### src/rtl/mips_mc_controller_if.sv
// Control bus between the multicycle MIPS controller and its datapath.
// The controller side uses the master modport; the datapath side uses slave.
interface mips_mc_controller_if;
    logic [5:0] op;
    logic [5:0] funct;
    logic       zero;
    logic       mem_ready;
    logic       mem_req;
    logic       mem_write;
    logic       ir_write;
    logic       pc_en;
    logic       reg_write;
    logic       i_or_d;
    logic       mem_to_reg;
    logic       reg_dst;
    logic       alu_src_a;
    logic [1:0] alu_src_b;
    logic [1:0] pc_src;
    logic [2:0] alu_control;
    logic       illegal_op;

    modport master (
        input  op, funct, zero, mem_ready,
        output mem_req, mem_write, ir_write, pc_en, reg_write, i_or_d,
               mem_to_reg, reg_dst, alu_src_a, alu_src_b, pc_src,
               alu_control, illegal_op
    );

    modport slave (
        output op, funct, zero, mem_ready,
        input  mem_req, mem_write, ir_write, pc_en, reg_write, i_or_d,
               mem_to_reg, reg_dst, alu_src_a, alu_src_b, pc_src,
               alu_control, illegal_op
    );
endinterface

### src/rtl/mips_mc_controller.sv
// Multicycle MIPS control unit: Moore sequencing FSM plus ALU decoder,
// with a memory ready handshake that stalls fetch and data accesses.
module mips_mc_controller (
    input  logic                        clk,
    input  logic                        reset,
    mips_mc_controller_if.master        ctrl_if
);

    localparam logic [5:0] OP_RTYPE = 6'b000000;
    localparam logic [5:0] OP_LW    = 6'b100011;
    localparam logic [5:0] OP_SW    = 6'b101011;
    localparam logic [5:0] OP_BEQ   = 6'b000100;
    localparam logic [5:0] OP_ADDI  = 6'b001000;
    localparam logic [5:0] OP_J     = 6'b000010;

    typedef enum logic [3:0] {
        S_FETCH, S_DECODE, S_MEMADR, S_MEMRD, S_MEMWB, S_MEMWR,
        S_EXECUTE, S_ALUWB, S_BRANCH, S_ADDIEX, S_ADDIWB, S_JUMP
    } state_t;

    typedef enum logic [1:0] {
        ALUOP_ADD, ALUOP_SUB, ALUOP_FUNCT
    } aluop_t;

    state_t state_q;
    state_t state_d;
    aluop_t aluOp;
    logic   pcWrite;
    logic   branch;
    logic   irWrite;
    logic   opLegal;

    assign opLegal = (ctrl_if.op == OP_RTYPE) || (ctrl_if.op == OP_LW)  ||
                     (ctrl_if.op == OP_SW)    || (ctrl_if.op == OP_BEQ) ||
                     (ctrl_if.op == OP_ADDI)  || (ctrl_if.op == OP_J);

    always_comb begin
        state_d = state_q;
        unique case (state_q)
            S_FETCH:   if (ctrl_if.mem_ready) state_d = S_DECODE;
            S_DECODE: begin
                unique case (ctrl_if.op)
                    OP_LW, OP_SW: state_d = S_MEMADR;
                    OP_RTYPE:     state_d = S_EXECUTE;
                    OP_BEQ:       state_d = S_BRANCH;
                    OP_ADDI:      state_d = S_ADDIEX;
                    OP_J:         state_d = S_JUMP;
                    default:      state_d = S_FETCH;
                endcase
            end
            S_MEMADR:  state_d = (ctrl_if.op == OP_SW) ? S_MEMWR : S_MEMRD;
            S_MEMRD:   if (ctrl_if.mem_ready) state_d = S_MEMWB;
            S_MEMWR:   if (ctrl_if.mem_ready) state_d = S_FETCH;
            S_EXECUTE: state_d = S_ALUWB;
            S_ADDIEX:  state_d = S_ADDIWB;
            default:   state_d = S_FETCH;
        endcase
    end

    always_ff @(posedge clk or posedge reset) begin
        if (reset) begin
            state_q <= S_FETCH;
        end else begin
            state_q <= state_d;
        end
    end

    // Moore decode of the datapath selects; unlisted outputs stay 0.
    always_comb begin
        ctrl_if.mem_req    = 1'b0;
        ctrl_if.mem_write  = 1'b0;
        ctrl_if.reg_write  = 1'b0;
        ctrl_if.i_or_d     = 1'b0;
        ctrl_if.mem_to_reg = 1'b0;
        ctrl_if.reg_dst    = 1'b0;
        ctrl_if.alu_src_a  = 1'b0;
        ctrl_if.alu_src_b  = 2'b00;
        ctrl_if.pc_src     = 2'b00;
        ctrl_if.illegal_op = 1'b0;
        aluOp              = ALUOP_ADD;
        pcWrite            = 1'b0;
        branch             = 1'b0;
        irWrite            = 1'b0;
        unique case (state_q)
            S_FETCH: begin
                ctrl_if.mem_req   = 1'b1;
                ctrl_if.alu_src_b = 2'b01;
                irWrite           = ctrl_if.mem_ready;
                pcWrite           = ctrl_if.mem_ready;
            end
            S_DECODE: begin
                ctrl_if.alu_src_b  = 2'b11;
                ctrl_if.illegal_op = ~opLegal;
            end
            S_MEMADR: begin
                ctrl_if.alu_src_a = 1'b1;
                ctrl_if.alu_src_b = 2'b10;
            end
            S_MEMRD: begin
                ctrl_if.mem_req = 1'b1;
                ctrl_if.i_or_d  = 1'b1;
            end
            S_MEMWB: begin
                ctrl_if.reg_write  = 1'b1;
                ctrl_if.mem_to_reg = 1'b1;
            end
            S_MEMWR: begin
                ctrl_if.mem_req   = 1'b1;
                ctrl_if.mem_write = 1'b1;
                ctrl_if.i_or_d    = 1'b1;
            end
            S_EXECUTE: begin
                ctrl_if.alu_src_a = 1'b1;
                aluOp             = ALUOP_FUNCT;
            end
            S_ALUWB: begin
                ctrl_if.reg_write = 1'b1;
                ctrl_if.reg_dst   = 1'b1;
            end
            S_BRANCH: begin
                ctrl_if.alu_src_a = 1'b1;
                ctrl_if.pc_src    = 2'b01;
                aluOp             = ALUOP_SUB;
                branch            = 1'b1;
            end
            S_ADDIEX: begin
                ctrl_if.alu_src_a = 1'b1;
                ctrl_if.alu_src_b = 2'b10;
            end
            S_ADDIWB: begin
                ctrl_if.reg_write = 1'b1;
            end
            S_JUMP: begin
                ctrl_if.pc_src = 2'b10;
                pcWrite        = 1'b1;
            end
            default: begin
                aluOp = ALUOP_ADD;
            end
        endcase
    end

    // Flop enables are held off while reset is asserted so a ready memory
    // cannot load IR or PC during reset.
    assign ctrl_if.ir_write = irWrite & ~reset;
    assign ctrl_if.pc_en    = (pcWrite | (branch & ctrl_if.zero)) & ~reset;

    // Unknown funct codes fall back to add rather than trapping.
    always_comb begin
        ctrl_if.alu_control = 3'b010;
        unique case (aluOp)
            ALUOP_SUB: ctrl_if.alu_control = 3'b110;
            ALUOP_FUNCT: begin
                unique case (ctrl_if.funct)
                    6'b100010: ctrl_if.alu_control = 3'b110;
                    6'b100100: ctrl_if.alu_control = 3'b000;
                    6'b100101: ctrl_if.alu_control = 3'b001;
                    6'b101010: ctrl_if.alu_control = 3'b111;
                    default:   ctrl_if.alu_control = 3'b010;
                endcase
            end
            default: ctrl_if.alu_control = 3'b010;
        endcase
    end

endmodule
### src/flat_wrapper.sv
// flat-port wrapper written by rule: the top's interface ports become plain ports
module mips_mc_controller_flat 
  (clk, reset, ctrl_if_op, ctrl_if_funct, ctrl_if_zero, ctrl_if_mem_ready, ctrl_if_mem_req, ctrl_if_mem_write, ctrl_if_ir_write, ctrl_if_pc_en, ctrl_if_reg_write, ctrl_if_i_or_d, ctrl_if_mem_to_reg, ctrl_if_reg_dst, ctrl_if_alu_src_a, ctrl_if_alu_src_b, ctrl_if_pc_src, ctrl_if_alu_control, ctrl_if_illegal_op);
  mips_mc_controller_if ctrl_if_i ();
  input  logic clk;
  input  logic reset;
  input wire logic [$bits(ctrl_if_i.op)-1:0] ctrl_if_op;
  input wire logic [$bits(ctrl_if_i.funct)-1:0] ctrl_if_funct;
  input wire logic [$bits(ctrl_if_i.zero)-1:0] ctrl_if_zero;
  input wire logic [$bits(ctrl_if_i.mem_ready)-1:0] ctrl_if_mem_ready;
  output wire logic [$bits(ctrl_if_i.mem_req)-1:0] ctrl_if_mem_req;
  output wire logic [$bits(ctrl_if_i.mem_write)-1:0] ctrl_if_mem_write;
  output wire logic [$bits(ctrl_if_i.ir_write)-1:0] ctrl_if_ir_write;
  output wire logic [$bits(ctrl_if_i.pc_en)-1:0] ctrl_if_pc_en;
  output wire logic [$bits(ctrl_if_i.reg_write)-1:0] ctrl_if_reg_write;
  output wire logic [$bits(ctrl_if_i.i_or_d)-1:0] ctrl_if_i_or_d;
  output wire logic [$bits(ctrl_if_i.mem_to_reg)-1:0] ctrl_if_mem_to_reg;
  output wire logic [$bits(ctrl_if_i.reg_dst)-1:0] ctrl_if_reg_dst;
  output wire logic [$bits(ctrl_if_i.alu_src_a)-1:0] ctrl_if_alu_src_a;
  output wire logic [$bits(ctrl_if_i.alu_src_b)-1:0] ctrl_if_alu_src_b;
  output wire logic [$bits(ctrl_if_i.pc_src)-1:0] ctrl_if_pc_src;
  output wire logic [$bits(ctrl_if_i.alu_control)-1:0] ctrl_if_alu_control;
  output wire logic [$bits(ctrl_if_i.illegal_op)-1:0] ctrl_if_illegal_op;
  assign ctrl_if_i.op = ctrl_if_op;
  assign ctrl_if_i.funct = ctrl_if_funct;
  assign ctrl_if_i.zero = ctrl_if_zero;
  assign ctrl_if_i.mem_ready = ctrl_if_mem_ready;
  assign ctrl_if_mem_req = ctrl_if_i.mem_req;
  assign ctrl_if_mem_write = ctrl_if_i.mem_write;
  assign ctrl_if_ir_write = ctrl_if_i.ir_write;
  assign ctrl_if_pc_en = ctrl_if_i.pc_en;
  assign ctrl_if_reg_write = ctrl_if_i.reg_write;
  assign ctrl_if_i_or_d = ctrl_if_i.i_or_d;
  assign ctrl_if_mem_to_reg = ctrl_if_i.mem_to_reg;
  assign ctrl_if_reg_dst = ctrl_if_i.reg_dst;
  assign ctrl_if_alu_src_a = ctrl_if_i.alu_src_a;
  assign ctrl_if_alu_src_b = ctrl_if_i.alu_src_b;
  assign ctrl_if_pc_src = ctrl_if_i.pc_src;
  assign ctrl_if_alu_control = ctrl_if_i.alu_control;
  assign ctrl_if_illegal_op = ctrl_if_i.illegal_op;
  mips_mc_controller u_core (.clk(clk), .reset(reset), .ctrl_if(ctrl_if_i));
endmodule
### config.mk
export PLATFORM = sky130hd
export DESIGN_NAME = mips_mc_controller_flat
export DESIGN_NICKNAME = d
export VERILOG_FILES = /design/src/rtl/mips_mc_controller_if.sv /design/src/rtl/mips_mc_controller.sv /design/src/flat_wrapper.sv
export SDC_FILE = /design/constraint.sdc
export NUM_CORES = 1
export LEC_CHECK = 0
export ABC_AREA = 1
export BUFFER_PORTS_ARGS = -buffer_cell sky130_fd_sc_hd__buf_2
export CORE_UTILIZATION = 40
export CTS_CLUSTER_DIAMETER = 30
export DETAILED_ROUTE_END_ITERATION = 8
export MAX_ROUTING_LAYER = met4
export PLACE_DENSITY = 0.74
export SYNTH_ARGS = -nofsm -noshare
export SYNTH_HDL_FRONTEND = slang
export SYNTH_SLANG_ARGS = --single-unit
### constraint.sdc
create_clock -name clk -period 1.91 [get_ports clk]
set_input_delay 0.573 -clock clk [delete_from_list [all_inputs] [get_ports clk]]
set_output_delay 0.573 -clock clk [all_outputs]
set_load 0.05 [all_outputs]
# [Word level (Yosys, flattened, before mapping)]
# Index checks and enable logic that the tools add are counted.
[totals] reg_bits=4 input_bits=16 output_inout_bits=17 word_cells=68
[op_classes] eq_ne=25 muxes=22 n_bitwise=6 reduce_logical=14
[op_table] cell="6-bit == test, second input constant" n=6
[op_table] cell="4-bit case mux with 7 select lines" n=1
[op_table] cell="4-bit case mux with 5 select lines" n=1
[op_table] cell="4-bit by 3-bit == test with 1-bit output, second input constant" n=4
[op_table] cell="4-bit == test, second input constant" n=4
[op_table] cell="4-bit 2-to-1 mux" n=3
[op_table] cell="3-bit case mux with 4 select lines" n=1
[op_table] cell="1-bit 2-to-1 mux" n=10
[op_table] cell="4-bit by 2-bit == test with 1-bit output, second input constant" n=2
[op_table] cell="2-bit case mux with 2 select lines" n=2
[op_table] cell="6-bit by 2-bit == test with 1-bit output, second input constant" n=1
[op_table] cell="6-bit by 3-bit == test with 1-bit output, second input constant" n=1
[op_table] cell="6-bit by 4-bit == test with 1-bit output, second input constant" n=1
[op_table] cell="6-bit logical NOT" n=1
[op_table] cell="2-bit != test, second input constant" n=3
[op_table] cell="2-bit case mux with 3 select lines" n=1
[op_table] cell="3-bit case mux with 2 select lines" n=1
[op_table] cell="2-bit OR reduction" n=3
[op_table] cell="3-bit OR reduction" n=2
[op_table] cell="1-bit logical OR" n=5
[op_table] cell="4-bit by 1-bit == test with 1-bit output, second input constant" n=1
[op_table] cell="4-bit logical NOT" n=1
[op_table] cell="4-bit OR reduction" n=1
[op_table] cell="1-bit bitwise AND" n=3
[op_table] cell="7 further kinds" n=8

# [Longest topological paths before layout]
# Gate-level depths: netlist of the first run.
[logic_depth] word_depth=8 mapped_depth=8 depth_no_buf=8

# [Worst setup path after synthesis of the first run]
# No wires, ideal clock.
[synth_path] path_type="register -> output" from="register u_core.state_q[0]" to="output ctrl_if_alu_control[0]" t_arrival_ns=2.644 required_time_ns=1.337 path_slack_ns=-1.307 path_stages_with_launch=8 cell_sequence="dfrtp_1 nor2_1 inv_2 nor2_4 inv_1 ha_1 nand4_1 o21ai_0"
[synth_between] elab_chain_cells=4 elab_cells_between_ends=6
[synth_rtl] item="start, declared" line="mips_mc_controller.sv:25" source="state_t state_q;"
[synth_rtl] item="start signal, assigned" line="mips_mc_controller.sv:64" source="state_q <= state_d;"
[synth_rtl] item="4-bit == test or 4-bit by 3-bit == test with 1-bit output (tied branches)" line="mips_mc_controller.sv:84" source="unique case (state_q)"
[synth_rtl] item="2-bit case mux with 2 select lines *" line="mips_mc_controller.sv:84"
[synth_rtl] item="2-bit == test or 2-bit by 1-bit == test with 1-bit output (tied branches)" line="mips_mc_controller.sv:151" source="unique case (aluOp)"
[synth_rtl] item="3-bit case mux with 2 select lines *" line="mips_mc_controller.sv:151"
[synth_rtl] item="end, declared" line="flat_wrapper.sv:22" source="output wire logic [$bits(ctrl_if_i.alu_control)-1:0] ctrl_if_alu_control;"
# Mark *: on every way between the ends. The rest lies on a longest branch, timed or not.

# [Worst setup path after layout of the first run]
# Same ends and word-level chain as after synthesis.

==> results of run 1 <==
[final cells by class]
class | instances | area share [%]
tap | 16 | 1.37
clock buffer | 3 | 1.54
multi-input combinational | 87 | 45.3
timing repair buffer | 61 | 37.0
sequential | 4 | 6.93
inverter | 29 | 7.96
[final timing paths]
kind                                          startpoint                       endpoint  slack, ns  cells past startpoint
min reg2reg                u_core.state_q[2]$_DFFE_PP0P_  u_core.state_q[1]$_DFFE_PP0P_       0.84                      5
max                        u_core.state_q[0]$_DFFE_PP0P_         ctrl_if_alu_control[0]      -0.76                      8
max in group asynchronous                          reset  u_core.state_q[3]$_DFFE_PP0P_       1.44                      2
min                                                reset  u_core.state_q[0]$_DFFE_PP0P_       0.25                      2
max reg2reg                u_core.state_q[0]$_DFFE_PP0P_  u_core.state_q[2]$_DFFE_PP0P_       0.36                      9
min in group clk                       ctrl_if_mem_ready  u_core.state_q[1]$_DFFE_PP0P_       0.77                      4
[worst reg2reg max path, stage by stage (launching register included)]
cell and delay (ns):
sky130_fd_sc_hd__dfrtp_1 0.45, sky130_fd_sc_hd__inv_2 0.12, sky130_fd_sc_hd__nand2_2 0.10, sky130_fd_sc_hd__buf_6 0.15, sky130_fd_sc_hd__nor2_4 0.13, sky130_fd_sc_hd__buf_4 0.14
sky130_fd_sc_hd__nand3_1 0.07, sky130_fd_sc_hd__nand3_1 0.12, sky130_fd_sc_hd__nand2_1 0.07, sky130_fd_sc_hd__nand2_1 0.10
[Yosys cell counts]
cell type                 instances  area share, %
sky130_fd_sc_hd__nand2_1         29             17
sky130_fd_sc_hd__inv_1           23             13
sky130_fd_sc_hd__nor2_1          19             11
sky130_fd_sc_hd__nand3_1         16             12
sky130_fd_sc_hd__inv_2            6            3.4
sky130_fd_sc_hd__dfrtp_1          4             15
sky130_fd_sc_hd__ha_1             3            5.7
sky130_fd_sc_hd__nand2_2          3            2.9
sky130_fd_sc_hd__nand4_1          3            2.9
sky130_fd_sc_hd__nor2_4           3            5.1
sky130_fd_sc_hd__a21oi_1          2            1.5
sky130_fd_sc_hd__nor3_1           2            1.5
sky130_fd_sc_hd__o21ai_0          2            1.5
sky130_fd_sc_hd__a31oi_1          1           0.95
sky130_fd_sc_hd__nand2_4          1            1.7
sky130_fd_sc_hd__nand3_4          1            2.7
sky130_fd_sc_hd__nor2_2           1           0.95
sky130_fd_sc_hd__o31ai_1          1            1.1
[metrics by stage]
| step | area [um^2] | total power (uW) |
|---|---|---|
| after floorplan | 738 | 1050 |
| after global placement | 1090 | 1400 |
| after detailed placement | 1090 | 1420 |
| after CTS | 1300 | 1880 |
| after global routing | 1460 | 2310 |
| final | 1460 | 2250 |
[kinds of logic (layout without fill, tap and decap cells)]
kind of cell,Yosys count,count (layout),synth area share [%]
AO/OA/AOI/OAI,6,6,5.14
buffers and inverters,29,93,16.6
flip-flops,4,4,15.2
adder cells (fa/ha/maj),3,3,5.71
AND/OR/NAND/NOR,78,78,57.3
[what timing repair did]
action                                  CTS  global route
setup buffers                             5             4
endpoints found under the setup margin   14            16
pin swaps                                 9            10
gates cloned                              0             0
resized for setup                        55            37
[layer usage]
layer | GRT usage (%) | wire [um] | up-vias
met5 | - | 0 | -
met4 | 23.1 | 599 | 0
met3 | 11.6 | 513 | 79
met2 | 65.2 | 1960 | 159
met1 | 32.5 | 1370 | 559
li1 | - | - | 506
[power by group through the flow]
stage | logic (uW) | clock network [uW] | registers (uW)
detailed placement | 1280 | 0 | 142
floorplan | 904 | 0 | 147
finish | 1960 | 126 | 168
global placement | 1260 | 0 | 139
CTS | 1630 | 110 | 145
global route | 2000 | 135 | 167
[cells in the final DEF, fill, tap and decap left out, types with 2 or more instances in the layout]
master                     synthesis  layout
sky130_fd_sc_hd__ha_4              0       2
sky130_fd_sc_hd__inv_1            23      14
sky130_fd_sc_hd__nand2_4           1       5
sky130_fd_sc_hd__dfrtp_1           4       3
sky130_fd_sc_hd__nand2_2           3       7
sky130_fd_sc_hd__buf_8             0       6
sky130_fd_sc_hd__nand2_1          29      20
sky130_fd_sc_hd__inv_2             6      12
sky130_fd_sc_hd__inv_4             0       3
sky130_fd_sc_hd__buf_2             0      15
sky130_fd_sc_hd__buf_6             0      20
sky130_fd_sc_hd__nor2_1           19      11
sky130_fd_sc_hd__nand3_2           0       2
sky130_fd_sc_hd__nor2_4            3       7
sky130_fd_sc_hd__buf_4             0      19
sky130_fd_sc_hd__nand3_1          16      12
sky130_fd_sc_hd__nand4_1           3       3
sky130_fd_sc_hd__nor2_2            1       5
sky130_fd_sc_hd__nand3_4           1       3
sky130_fd_sc_hd__clkbuf_4          0       4
sky130_fd_sc_hd__a21oi_1           2       2
==> results.rst, run 1 <==
.. list-table::
   :header-rows: 1

   * - Metric
     - Value
   * - Outcome
     - finished with violations
   * - Violations in the final reports
     - setup timing
   * - First-pass GRT wire length
     - 4540 um
   * - Worst setup path class
     - reg2out
   * - Initial standard-cell utilization of the core
     - 43.1%
   * - Flip-flop count of the largest register, all copies and words added
     - 4
   * - Area of the mapped netlist
     - 657 um^2
   * - Clock share of power
     - 5.6%
   * - Total overflow reported by the global router
     - 0
   * - Std-Cell Core Area
     - 1520 um^2
   * - Cell at the root of the clock tree
     - sky130_fd_sc_hd__clkbuf_4
   * - Type of the most critical hold path
     - in2async
   * - Slowest stage cell, crit path
     - sky130_fd_sc_hd__dfrtp_1
   * - Final worst-path setup slack
     - -0.760 ns
   * - Register area
     - 101 um^2
   * - Cts-stage hold buffer count
     - 0
   * - Site row count
     - 14
   * - Worst relative slew slack
     - 80.6%
   * - Max-slew violation count
     - 0
   * - Pin count of the biggest net entering global routing
     - 6
   * - Final-report hold violation count
     - 0
   * - Fin nets
     - 205
   * - Highest net fanout along the worst path
     - 3
   * - Post-DR vias/cell
     - 6.52
   * - TritonCTS sink count
     - 4
   * - Final routed wirelength across all metal layers
     - 4450 um
   * - IO Port Bufs
     - 32
   * - Number of antenna violations at the first check in global routing
     - 0
   * - Boundary Pins
     - 33
   * - Number of standard cells in the final layout excluding fillers
     - 200
   * - Worst setup slack before clock tree synthesis
     - -0.343 ns
   * - Syn nets
     - 139
   * - Post-synthesis sequential element count
     - 4
   * - Growth of design area from synthesis to finish
     - 123%
   * - Buffering stage count on the worst path with inverters included
     - 3
   * - Number of cells after detailed placement
     - 191
   * - Via count of the first global-routing pass
     - 1035
   * - Gate count after technology mapping
     - 120
   * - Top reg by flops
     - u_core.state_q
   * - Transition time at the pin with the least slew margin
     - 0.290 ns
   * - Proportion of layout cells with a drive suffix above 1
     - 64.1%
   * - Die Span Y
     - 42.5 um
   * - Routed WL per cell
     - 22.2 um
   * - Internal power of the cells
     - 967 uW
   * - Worst IR drop on VDD
     - 1210 uV
   * - DRT iter0 DRCs
     - 61
   * - Inserted Clock Buffers
     - 3
   * - Net switching power
     - 1280 uW
   * - Ratio of final minimum period to clock period
     - 140%
   * - Data required time at the worst endpoint
     - 1.34 ns
   * - Clock-pin slew reported for the worst setup and hold paths after clock tree synthesis
     - 0.06 ns
   * - Area of the multi-input gates
     - 662 um^2
   * - Worst path max stage delay
     - 0.45 ns
   * - Final estimated routing congestion in global placement
     - 0.849
   * - DR vias
     - 1303
   * - Max Clock Freq
     - 0.375 GHz
   * - Yosys warning total
     - 0
   * - Post-layout minimum cycle time
     - 2.67 ns
   * - TNS Setup
     - -4.61 ns
   * - Util after Layout
     - 96.0%
   * - Syn_area_per_cell
     - 5.47 um^2
   * - Number of inserted diodes
     - 0
   * - RSZ-0062 raised after global routing
     - yes
   * - Static Leakage
     - 0.000792 uW
   * - Combinational share of power
     - 86.9%
   * - Final number of setup-violating endpoints
     - 17
   * - Worst hold margin
     - 0.249 ns
   * - Number of nets with antenna violations after routing
     - 0
   * - Power density of the placed cells
     - 1540 nW/um^2
   * - Kind of start point of the critical path
     - flip-flop
   * - # DRC
     - 0
   * - Registers with the highest flip-flop counts
     - u_core.state_q x4
   * - Worst-case clock skew
     - 0.0271 ns
   * - Post-DP HPWL
     - 1730 um
   * - First-pass iteration count of the detailed router
     - 4
   * - Overall Global Routing Usage
     - 36.4%
   * - Area enclosed by the die boundary
     - 1810 um^2
   * - Cells along the critical path
     - inv_2 -> nand2_2 -> nor2_4 -> inv_2 -> ha_4 -> nand4_1 -> o21ai_4 -> buf_6
   * - Sequential Power Share
     - 7.5%
   * - Cell with the most instances on the worst path
     - sky130_fd_sc_hd__inv_2
   * - Signal arrival time at the worst endpoint
     - 2.10 ns
   * - Clock insertion delay at the later pin of the skew report
     - 0.27 ns
   * - Largest delay contributor family on the critical path
     - simple AND/OR/NAND/NOR gates
   * - Clock Path Buffers
     - 2
   * - Switching portion of total power
     - 57.0%
   * - Proportion of synthesized chip area in sequential cells
     - 15.2%
   * - Horizontal extent of the die
     - 42.5 um
   * - Crit end category
     - primary output
   * - Htree depth
     - 1
   * - Max_cap viols
     - 0
   * - CTS tree
     - done
   * - Synth cell types
     - 18
   * - Fill cell total of the finished layout
     - 36
No activity file was read; power rests on OpenSTA's default activity.
==> run 2: changes to the inputs <==
==> constraint.sdc (replaced) <==
create_clock -name clk -period 1.91 [get_ports clk]
set_input_delay 0.573 -clock clk [delete_from_list [all_inputs] [get_ports clk]]
set_output_delay 0.573 -clock clk [all_outputs]
set_load 0.02 [all_outputs]
==> run 2 against run 1 <==
Against the previous run:
- the run still ends with setup timing left
- core utilization shrank 12 points
- wire length down 40%
- flip-flop and latch count did not move
- worst setup slack better by 0.31 ns
- worst hold slack improved by 0.0050 ns
- cell count shrank 1.5%
- fmax is 13% higher
- clock-buffer cell count did not move
- sequential share of layout area rose by 0.88 points
- register-to-register slack better by 0.09 ns
- critical path depth rose by 2
- via count down 20%
- highest routed layer unchanged
==> results.rst, run 2 (same netlist as run 1, synthesis figures left out) <==
.. list-table::
   :header-rows: 1

   * - Metric
     - Value
   * - Outcome
     - finished with violations
   * - Violations in the final reports
     - setup timing
   * - Max Clock Freq
     - 0.424 GHz (+13%)
   * - TritonCTS sink count
     - 4 (unchanged)
   * - Slowest stage cell, crit path
     - sky130_fd_sc_hd__dfrtp_1
   * - DRT iter0 DRCs
     - 19 (-69%)
   * - Number of nets with antenna violations after routing
     - 0 (unchanged)
   * - Sum of internal, switching and leakage power
     - 1580 uW (-30%)
   * - Worst-case clock skew
     - 0.0116 ns (-0.0155 ns)
   * - Net switching power
     - 824 uW (-36%)
   * - Switching portion of total power
     - 52.0% (-5.0 points)
   * - Combinational share of power
     - 82.9% (-4.0 points)
   * - Fin nets
     - 202 (-1.5%)
   * - Sequential Power Share
     - 9.7% (+2.2 points)
   * - RSZ-0062 raised after global routing
     - yes
   * - Number of antenna violations at the first check in global routing
     - 0 (unchanged)
   * - Growth of design area from synthesis to finish
     - 95.2%
   * - IO Port Bufs
     - 32 (unchanged)
   * - Pin count of the biggest net entering global routing
     - 6 (unchanged)
   * - Post-layout minimum cycle time
     - 2.36 ns (-0.313 ns)
   * - Data required time at the worst endpoint
     - 1.34 ns (about the same)
   * - Boundary Pins
     - 33 (unchanged)
   * - Area enclosed by the die boundary
     - 1810 um^2 (unchanged)
   * - Cell with the most instances on the worst path
     - sky130_fd_sc_hd__buf_6
   * - Die Span Y
     - 42.5 um (unchanged)
   * - # DRC
     - 0 (unchanged)
   * - Cells along the critical path
     - buf_6 -> nand2_4 -> nor2_4 -> inv_2 -> ha_4 -> buf_4 -> buf_6 -> nand2_2 -> nand2_1 -> buf_6
   * - Final estimated routing congestion in global placement
     - 0.913 (+7.5%)
   * - Initial standard-cell utilization of the core
     - 43.1% (unchanged)
   * - Post-DP HPWL
     - 1580 um (-9.0%)
   * - Worst setup path class
     - reg2out
   * - Type of the most critical hold path
     - in2async
   * - Std-Cell Core Area
     - 1520 um^2 (unchanged)
   * - Clock insertion delay at the later pin of the skew report
     - 0.25 ns (-0.02 ns)
   * - Proportion of layout cells with a drive suffix above 1
     - 59.1% (-5.0 points)
   * - Via count of the first global-routing pass
     - 850 (-18%)
   * - First-pass iteration count of the detailed router
     - 4 (unchanged)
   * - Post-DR vias/cell
     - 5.27 (-19%)
   * - Ratio of final minimum period to clock period
     - 123% (-16 points)
   * - Htree depth
     - 1 (unchanged)
   * - Number of cells after detailed placement
     - 185 (-3.1%)
   * - Registers with the highest flip-flop counts
     - u_core.state_q x4
   * - DR vias
     - 1038 (-20%)
   * - Final-report hold violation count
     - 0 (unchanged)
   * - Overall Global Routing Usage
     - 25.9% (-10 points)
   * - Final worst-path setup slack
     - -0.447 ns (+0.313 ns)
   * - Top reg by flops
     - u_core.state_q
   * - Transition time at the pin with the least slew margin
     - 0.254 ns (-0.0354 ns)
   * - Signal arrival time at the worst endpoint
     - 1.78 ns (-0.32 ns)
   * - Worst relative slew slack
     - 82.9% (+2.3 points)
   * - Site row count
     - 14 (unchanged)
   * - Largest delay contributor family on the critical path
     - buffers and inverters
   * - Worst IR drop on VDD
     - 590 uV (-51%)
   * - Cell at the root of the clock tree
     - sky130_fd_sc_hd__clkbuf_4
   * - Highest-count cells in the layout ignoring fill and taps
     - 23 x sky130_fd_sc_hd__nand2_1, 23 x sky130_fd_sc_hd__buf_4, 21 x sky130_fd_sc_hd__buf_2
   * - Worst path max stage delay
     - 0.42 ns (-0.03 ns)
   * - Cts-stage hold buffer count
     - 0 (unchanged)
   * - Clock-pin slew reported for the worst setup and hold paths after clock tree synthesis
     - 0.05 ns (about the same)
   * - First-pass GRT wire length
     - 3510 um (-23%)
   * - Power density of the placed cells
     - 1230 nW/um^2 (-20%)
   * - Kind of start point of the critical path
     - flip-flop
   * - Internal power of the cells
     - 759 uW (-21%)
   * - Flip-flop count of the largest register, all copies and words added
     - 4 (unchanged)
   * - Inserted Clock Buffers
     - 3 (unchanged)
   * - Crit end category
     - primary output
   * - Final routed wirelength across all metal layers
     - 2660 um (-40%)
   * - Clock Path Buffers
     - 2 (unchanged)
   * - Final number of setup-violating endpoints
     - 10 (-7)
   * - Number of standard cells in the final layout excluding fillers
     - 197 (-1.5%)
   * - Number of inserted diodes
     - 0 (unchanged)
   * - Clock share of power
     - 7.3% (+1.7 points)
   * - Buffering stage count on the worst path with inverters included
     - 5 (+2)
   * - Highest net fanout along the worst path
     - 3 (unchanged)
   * - Horizontal extent of the die
     - 42.5 um (unchanged)
   * - Routed WL per cell
     - 13.5 um (-39%)
   * - Total overflow reported by the global router
     - 0 (unchanged)
   * - Max-slew violation count
     - 0 (unchanged)
   * - Static Leakage
     - 0.000728 uW (-8.1%)
   * - CTS tree
     - done
   * - Max_cap viols
     - 0 (unchanged)
## run 2: stage by stage
stage / TNS (ns) / hold WS (ns) / util (%) / area [um^2] / worst slack [ns]
floorplan: -0.348 / 0.339 / - / 678 / -0.198
global placement: -0.272 / 0.490 / 64.7 / 986 / -0.132
detailed placement: -0.456 / 0.491 / 64.7 / 986 / -0.215
CTS: -1.32 / 0.230 / 71.3 / 1090 / -0.392
global route: -2.32 / 0.274 / 84.2 / 1280 / -0.506
finish: -1.76 / 0.254 / 84.2 / 1280 / -0.447
## run 2: area by class of cell
class / instances / area, um^2
clock buffers: 3 / 22.5
flip-flops and latches: 4 / 100
repair buffers: 58 / 435
fillers: 98 / 241
inverters: 29 / 116
multi-input cells: 87 / 588
well taps: 16 / 20.0
## run 2: final timing paths
check / from / to / slack (ns) / depth (start not counted)
max: u_core.state_q[2]$_DFFE_PP0P_ / ctrl_if_alu_control[2] / -0.45 / 10
min in group clk: ctrl_if_mem_ready / u_core.state_q[0]$_DFFE_PP0P_ / 0.74 / 4
max reg2reg: u_core.state_q[2]$_DFFE_PP0P_ / u_core.state_q[2]$_DFFE_PP0P_ / 0.45 / 10
max in group asynchronous: reset / u_core.state_q[3]$_DFFE_PP0P_ / 1.47 / 2
min: reset / u_core.state_q[2]$_DFFE_PP0P_ / 0.25 / 2
min reg2reg: u_core.state_q[0]$_DFFE_PP0P_ / u_core.state_q[0]$_DFFE_PP0P_ / 0.76 / 3
## run 2: what timing repair did
action / CTS / global route
setup endpoints to repair: 9 / 16
buffers inserted: 4 / 6
pin swaps: 7 / 10
gates resized for setup: 16 / 48
## run 2: layer usage
layer / up-vias / GRT usage [%] / wire [um]
li1: 494 / - / -
met1: 486 / 30.8 / 1010
met2: 44 / 44.9 / 1430
met3: 14 / 3.88 / 104
met4: 0 / 7.50 / 112
met5: - / - / 0
## run 2: worst reg2reg max path, cell delays in order (launching register included)
cell	delay (ns)
sky130_fd_sc_hd__dfrtp_1	0.42
sky130_fd_sc_hd__buf_6	0.14
sky130_fd_sc_hd__nand2_4	0.08
sky130_fd_sc_hd__nor2_4	0.05
sky130_fd_sc_hd__buf_4	0.12
sky130_fd_sc_hd__buf_4	0.11
sky130_fd_sc_hd__buf_4	0.12
sky130_fd_sc_hd__nor2_1	0.07
sky130_fd_sc_hd__nand3_1	0.08
sky130_fd_sc_hd__nand2_1	0.08
sky130_fd_sc_hd__nand2_1	0.06
## run 2: power groups by stage
stage | combinational, uW | sequential (uW) | clock (uW)
after CTS | 970 | 146 | 115
after global routing | 1380 | 156 | 120
after detailed placement | 844 | 150 | 0
after global placement | 834 | 149 | 0
final | 1310 | 154 | 116
after floorplan | 570 | 147 | 0
